--- src/rtl/alu_pkg.sv ---
// -----------------------------------------------------------------------------
// alu_pkg
// Shared definitions for the ALU datapath blocks.
//   - mul_state_e : state encoding of the iterative multiplier control FSM
//   - MULU / MULS : control-unit opcodes that select the multiplier
//   - is_mul_op   : decode helper used by the control unit
// -----------------------------------------------------------------------------
package alu_pkg;

    // The multiplier has only two states: waiting for a request, or stepping
    // through the shift-add iterations.
    typedef enum logic {
        ST_IDLE = 1'b0,
        ST_RUN  = 1'b1
    } mul_state_e;

    // Multiply opcodes as decoded by the control unit. MULS selects the
    // two's-complement interpretation of the operands.
    localparam logic [5:0] MULU = 6'b011001;
    localparam logic [5:0] MULS = 6'b011011;

    // True for either multiply opcode; the control unit uses this to decide
    // when to raise start towards seq_mul_unit.
    function automatic logic is_mul_op(input logic [5:0] opcode);
        return (opcode == MULU) || (opcode == MULS);
    endfunction

    // True when the opcode requests a signed multiply.
    function automatic logic is_signed_mul_op(input logic [5:0] opcode);
        return opcode == MULS;
    endfunction

endpackage

--- src/rtl/mul_sign_fix.sv ---
// -----------------------------------------------------------------------------
// mul_sign_fix
// Conditional two's-complement negate. Used both to take the magnitude of the
// operands before the unsigned shift-add loop and to restore the sign of the
// finished product.
// Ports:
//   value_in   in   WIDTH   value to be conditionally negated
//   negate     in   1       1: output is -value_in, 0: output is value_in
//   value_out  out  WIDTH   result (modulo 2^WIDTH)
// -----------------------------------------------------------------------------
module mul_sign_fix #(
    parameter int WIDTH = 32
) (
    input  logic [WIDTH-1:0] value_in,
    input  logic             negate,
    output logic [WIDTH-1:0] value_out
);

    // Negation is invert-plus-one. The most-negative value maps onto itself,
    // which read as an unsigned number is exactly its magnitude, so the
    // multiplier needs no special case for it.
    always_comb begin
        value_out = value_in;
        if (negate) begin
            value_out = ~value_in + WIDTH'(1);
        end
    end

endmodule

--- src/rtl/seq_mul_unit.sv ---
// -----------------------------------------------------------------------------
// seq_mul_unit
// Iterative shift-add multiplier for the ALU. One partial product is added per
// clock, so a multiply occupies the unit for a fixed WIDTH+1 cycles from the
// start request to the done pulse, independent of the operand values. Signed
// multiplies are done on operand magnitudes and the sign is fixed afterwards.
// Ports:
//   clk        in   1        clock, all state changes on the rising edge
//   reset      in   1        synchronous active-high reset, aborts any operation
//   start      in   1        request, accepted only while ready is high
//   is_signed  in   1        two's-complement operands (sampled with start)
//   dataA      in   WIDTH    multiplicand (sampled with start)
//   dataB      in   WIDTH    multiplier (sampled with start)
//   ready      out  1        unit idle and able to accept start
//   busy       out  1        multiply in progress
//   done       out  1        one-cycle pulse when dataOut has been updated
//   dataOut    out  2*WIDTH  product, held until the next completion or reset
// -----------------------------------------------------------------------------
module seq_mul_unit
    import alu_pkg::*;
#(
    parameter int WIDTH     = 32,
    parameter bit SIGNED_EN = 1'b1
) (
    input  logic               clk,
    input  logic               reset,
    input  logic               start,
    input  logic               is_signed,
    input  logic [WIDTH-1:0]   dataA,
    input  logic [WIDTH-1:0]   dataB,
    output logic               ready,
    output logic               busy,
    output logic               done,
    output logic [2*WIDTH-1:0] dataOut
);

    localparam int CNT_W = $clog2(WIDTH + 1);
    localparam logic [CNT_W-1:0] LAST_CNT = CNT_W'(WIDTH - 1);

    mul_state_e           state_q,    state_d;
    logic [CNT_W-1:0]     cnt_q,      cnt_d;
    logic [2*WIDTH-1:0]   acc_q,      acc_d;
    logic [2*WIDTH-1:0]   mcnd_q,     mcnd_d;
    logic [WIDTH-1:0]     mpy_q,      mpy_d;
    logic                 neg_q,      neg_d;
    logic                 done_q,     done_d;
    logic [2*WIDTH-1:0]   data_out_q, data_out_d;

    logic                 signed_mode;
    logic                 neg_a;
    logic                 neg_b;
    logic [WIDTH-1:0]     abs_a;
    logic [WIDTH-1:0]     abs_b;
    logic [2*WIDTH-1:0]   acc_step;
    logic [2*WIDTH-1:0]   product_fixed;

    // A build without signed support ignores is_signed entirely, so the sign
    // bits of the operands are then plain magnitude bits.
    always_comb begin
        signed_mode = is_signed & SIGNED_EN;
        neg_a       = signed_mode & dataA[WIDTH-1];
        neg_b       = signed_mode & dataB[WIDTH-1];
    end

    // Operand magnitudes, taken combinationally so they can be captured on
    // the accepting edge without an extra cycle.
    mul_sign_fix #(
        .WIDTH (WIDTH)
    ) u_abs_a (
        .value_in  (dataA),
        .negate    (neg_a),
        .value_out (abs_a)
    );

    mul_sign_fix #(
        .WIDTH (WIDTH)
    ) u_abs_b (
        .value_in  (dataB),
        .negate    (neg_b),
        .value_out (abs_b)
    );

    // One shift-add step: the shifted multiplicand is added whenever the
    // current lowest multiplier bit is set. The carry out of the top bit can
    // never be needed because the magnitude product fits in 2*WIDTH bits.
    always_comb begin
        acc_step = acc_q;
        if (mpy_q[0]) begin
            acc_step = acc_q + mcnd_q;
        end
    end

    // The last step's sum is sign-corrected on the way into the output
    // register, so the result appears in the same edge as the final add.
    mul_sign_fix #(
        .WIDTH (2 * WIDTH)
    ) u_fix_out (
        .value_in  (acc_step),
        .negate    (neg_q),
        .value_out (product_fixed)
    );

    // Control and datapath next-state. In IDLE a start captures the operand
    // magnitudes and the result sign; in RUN every cycle performs one step and
    // the step with the counter at WIDTH-1 publishes the product and returns
    // to IDLE, which makes ready high in the done cycle for back-to-back use.
    // A start seen while in RUN is simply not looked at.
    always_comb begin
        state_d    = state_q;
        cnt_d      = cnt_q;
        acc_d      = acc_q;
        mcnd_d     = mcnd_q;
        mpy_d      = mpy_q;
        neg_d      = neg_q;
        done_d     = 1'b0;
        data_out_d = data_out_q;

        case (state_q)
            ST_IDLE: begin
                if (start) begin
                    state_d = ST_RUN;
                    cnt_d   = '0;
                    acc_d   = '0;
                    mcnd_d  = {{WIDTH{1'b0}}, abs_a};
                    mpy_d   = abs_b;
                    neg_d   = signed_mode & (dataA[WIDTH-1] ^ dataB[WIDTH-1]);
                end
            end
            ST_RUN: begin
                acc_d  = acc_step;
                mcnd_d = mcnd_q << 1;
                mpy_d  = mpy_q >> 1;
                cnt_d  = cnt_q + CNT_W'(1);
                if (cnt_q == LAST_CNT) begin
                    data_out_d = product_fixed;
                    done_d     = 1'b1;
                    state_d    = ST_IDLE;
                end
            end
            default: begin
                state_d = ST_IDLE;
            end
        endcase
    end

    // State registers. Reset clears everything including the visible result,
    // so an aborted multiply leaves no stale product behind.
    always_ff @(posedge clk) begin
        if (reset) begin
            state_q    <= ST_IDLE;
            cnt_q      <= '0;
            acc_q      <= '0;
            mcnd_q     <= '0;
            mpy_q      <= '0;
            neg_q      <= 1'b0;
            done_q     <= 1'b0;
            data_out_q <= '0;
        end else begin
            state_q    <= state_d;
            cnt_q      <= cnt_d;
            acc_q      <= acc_d;
            mcnd_q     <= mcnd_d;
            mpy_q      <= mpy_d;
            neg_q      <= neg_d;
            done_q     <= done_d;
            data_out_q <= data_out_d;
        end
    end

    // Handshake outputs are straight decodes of registered state.
    always_comb begin
        ready   = (state_q == ST_IDLE);
        busy    = (state_q == ST_RUN);
        done    = done_q;
        dataOut = data_out_q;
    end

endmodule

--- config.mk ---
export PLATFORM = sky130hd
export DESIGN_NAME = seq_mul_unit
export DESIGN_NICKNAME = d
export VERILOG_FILES = /design/src/rtl/alu_pkg.sv /design/src/rtl/mul_sign_fix.sv /design/src/rtl/seq_mul_unit.sv
export SDC_FILE = /design/constraint.sdc
export NUM_CORES = 1
export LEC_CHECK = 0
export BUFFER_PORTS_ARGS = -buffer_cell sky130_fd_sc_hd__buf_4
export CAP_MARGIN = 10
export CORE_MARGIN = 2
export CORE_UTILIZATION = 55
export DETAILED_ROUTE_END_ITERATION = 12
export GPL_TIMING_DRIVEN = 0
export HOLD_SLACK_MARGIN = 0.08
export MAX_ROUTING_LAYER = met4
export PLACE_DENSITY = 0.79
export SLEW_MARGIN = 5
export SYNTH_ARGS = -nofsm -noshare
export SYNTH_HDL_FRONTEND = slang
export SYNTH_SLANG_ARGS = --single-unit
--- constraint.sdc ---
create_clock -name clk -period 5.7 [get_ports clk]
set_clock_uncertainty 0.05 [all_clocks]
set_input_delay 1.14 -clock clk [delete_from_list [all_inputs] [get_ports clk]]
set_output_delay 1.14 -clock clk [all_outputs]
set_load 0.1 [all_outputs]
==> impl_metrics.ini <==
[run_status]
status = finished, final reports clean

[place]
dp_hpwl_um = 54900
portBuffers = 133
place_ws_ns = -0.543
gp_congestion = 1.01

[setup_path]
slowest_stage = buf_1
cp.required_ns = 6.16
max_stage_delay_ns = 0.65
cp-end-kind = flop
cp_max_fo = 10
path_class = reg -> reg
cpMostUsedCell = clkbuf_2
critPathLaunchType = flop
cp.arrival_ns = 6.03
path_cells = clkbuf_2 -> clkbuf_2 -> clkbuf_2 -> buf_1 -> clkbuf_2 -> clkbuf_1 -> buf_1 -> buf_1 -> a31oi_1 -> xor2_1 -> nand2_1 -> a21oi_1

[floorplanning]
die_h_um = 183
ios = 135
die_w_um = 183
rows = 65
core_um2 = 31600
fp.dieArea_um2 = 33500
start_util_pct = 55.9

[clocking]
clockBufferDepth = 3
insertion_delay_ns = 0.58
htreeDepth = 1
cts_tree = built
path_clk_slew_ns = 0.06
numCtsBuffers = 27
cts_hold_buf = 0
root_buffer = clkbuf_16
postCtsSetupRepairBufs = 0
clock_sinks = 233

[synth]
synth.most_common_cell = nor2_1
avgSynthCellArea_um2 = 7.15
ys.flop_type = dfxtp_1
synth_cell_type_count = 88
synth_cells = 2466
synth_top_area_share_pct = 26.4
synth_largest_area_cell = dfxtp_1
ys_top_cells_by_count = nor2_1, a21oi_1, dfxtp_1
synth_edf_count = 0
syn-num-nets = 2602
ys_ff_latch = 233
ys_seq_area_share_pct = 26.4
synthTopCellsByArea = dfxtp_1, a21oi_1, nor2_1
synth_warnings = 0
synth_area_um2 = 17600
async_reset_ff_share_pct = 0

[grt]
track_usage_pct = 42.6
grt_pass1_wl_um = 108000
grt-ovfl-total = 0
antenna_found_initial = 1
first_global_vias = 19200
grt_start_max_net_pins = 15

[finish]
fin_util_pct = 63.7
drive_gt1_share_pct = 9.97
fill_cells = 2943
layout.nets = 2764
areaGrowthSynthToFinish_pct = 14.0

[power]
finalPower_mw = 4.28
p_per_area_nw_per_um2 = 213
ir_drop_mv = 0.215
p_leak_nw = 8.03

[drt]
drt-total-wl_um = 70900
viasPerCell = 6.67
drc = 0
ant_nets = 0
drtIter0Drc = 2007
vias = 20400
wl_per_cell_um = 23.2
drtPass1Iterations = 8

[run]
drv_cap = 0

[sta]
tightest_slew_ns = 1.33
fmax_mhz = 180
setup_violations = 0
drv_slew = 0
fin_crit_sh_pct = 97.7
fin_ws_ns = 0.131
fin_crit_ns = 5.57
finalSetupTns_ns = 0
hold_viol = 0
worst_slew_margin_rel_pct = 10.2

[worst_hold_path]
hold_path.class = reg -> reg
==> flip-flops by register name, indices dropped and copies added (netlist names) <==
| register | cells |
|---|---|
| cnt_q | 6 |
| mpy_q | 32 |
| dataOut | 64 |
| neg_q | 1 |
| done | 1 |
| busy | 1 |
| acc_q | 64 |
| mcnd_q | 64 |
==> metrics by stage <==
| stage | cells | area (µm²) | hold slack, ns |
|---|---|---|---|
| after floorplan | 2466 | 17600 | 0.405 |
| after global placement | 3001 | 19100 | 0.393 |
| after detailed placement | 3001 | 19100 | 0.397 |
| after CTS | 3049 | 20100 | 0.407 |
| after global routing | 3050 | 20100 | 0.428 |
| final | 3050 | 20100 | 0.407 |
==> power breakdown <==
part,switching [mW],leakage (nW),internal [mW]
combinational,0.513,5.70,0.247
sequential,0.0399,1.89,1.67
clock,0.770,0.443,1.04
==> final timing paths <==
check	startpoint	to	cells after the start	slack [ns]
min	dataOut[26]	dataOut[26]	2	0.41
max	mpy_q[0]	dataOut[23]	12	0.13
max reg2reg	mpy_q[0]	dataOut[23]	12	0.13
min reg2reg	dataOut[26]	dataOut[26]	2	0.41
==> cell type report <==
cell class | count | area (µm²) | share of cell area [%]
Clock inverter | 16 | 186 | 0.927
Buffer | 169 | 682 | 3.39
Sequential cell | 233 | 4660 | 23.2
Clock buffer | 32 | 714 | 3.55
Tap cell | 402 | 503 | 2.50
Inverter | 39 | 146 | 0.728
Timing Repair Buffer | 133 | 998 | 4.97
Multi-Input combinational cell | 2025 | 12200 | 60.7
Antenna cell | 1 | 2.50 | 0.0124
==> layout by cell type (no fill, tap or decap), types with 16 or more instances in the layout <==
| cell | n |
|---|---|
| xor2_1 | 50 |
| nand2b_1 | 17 |
| dfxtp_1 | 233 |
| ha_1 | 67 |
| buf_1 | 21 |
| o31ai_1 | 27 |
| clkbuf_16 | 27 |
| clkbuf_1 | 128 |
| mux2_2 | 19 |
| a21o_1 | 24 |
| a21oi_1 | 310 |
| nor4_1 | 27 |
| o21a_1 | 16 |
| nor3_1 | 62 |
| a211oi_1 | 80 |
| xnor2_1 | 70 |
| or4_1 | 18 |
| inv_1 | 37 |
| nand4_1 | 35 |
| nand2_1 | 230 |
| o21ai_0 | 112 |
| or3_1 | 40 |
| buf_4 | 133 |
| o211ai_1 | 17 |
| mux2i_1 | 23 |
| nand3_1 | 48 |
| a31oi_1 | 25 |
| o21ai_1 | 20 |
| nor2_1 | 370 |
| and3_1 | 80 |
==> cell families (layout without fill, tap and decap cells) <==
| group | after synthesis | in the layout | share of synthesized area, % |
|---|---|---|---|
| and+or+nand+nor | 1012 | 1012 | 27.5 |
| AOI/OAI and AO/OA | 782 | 782 | 28.0 |
| DFF | 233 | 233 | 26.4 |
| buffers and inverters | 208 | 389 | 4.65 |
| xor gates and xnor gates | 120 | 120 | 5.96 |
| adders and majority gates | 68 | 68 | 4.87 |
| muxes | 43 | 43 | 2.58 |
| other | 0 | 1 | 0 |
==> repair_timing <==
action                     CTS  global route
pin swaps                    0             0
setup endpoints to repair   31            20
resized for setup            7            15
==> routing by layer <==
metal  share of wire (%)  vias up  GRT usage, %
met2                  46     1160          68.3
li1                    -     9361             -
met5                   0        -             -
met1                  38     9514          49.5
met3                 9.6      319          8.24
met4                 7.3        0          26.1
==> worst max-delay path, delay by kind of cell (launching register included) <==
| kind | cells | cell delay [ns] |
|---|---|---|
| and+or+nand+nor | 1 | 0.09 |
| AOI/OAI and AO/OA | 2 | 0.47 |
| xor gates and xnor gates | 1 | 0.31 |
| buffers and inverters | 8 | 4.08 |
| DFF | 1 | 0.47 |
(Power assumes the default switching activity.)
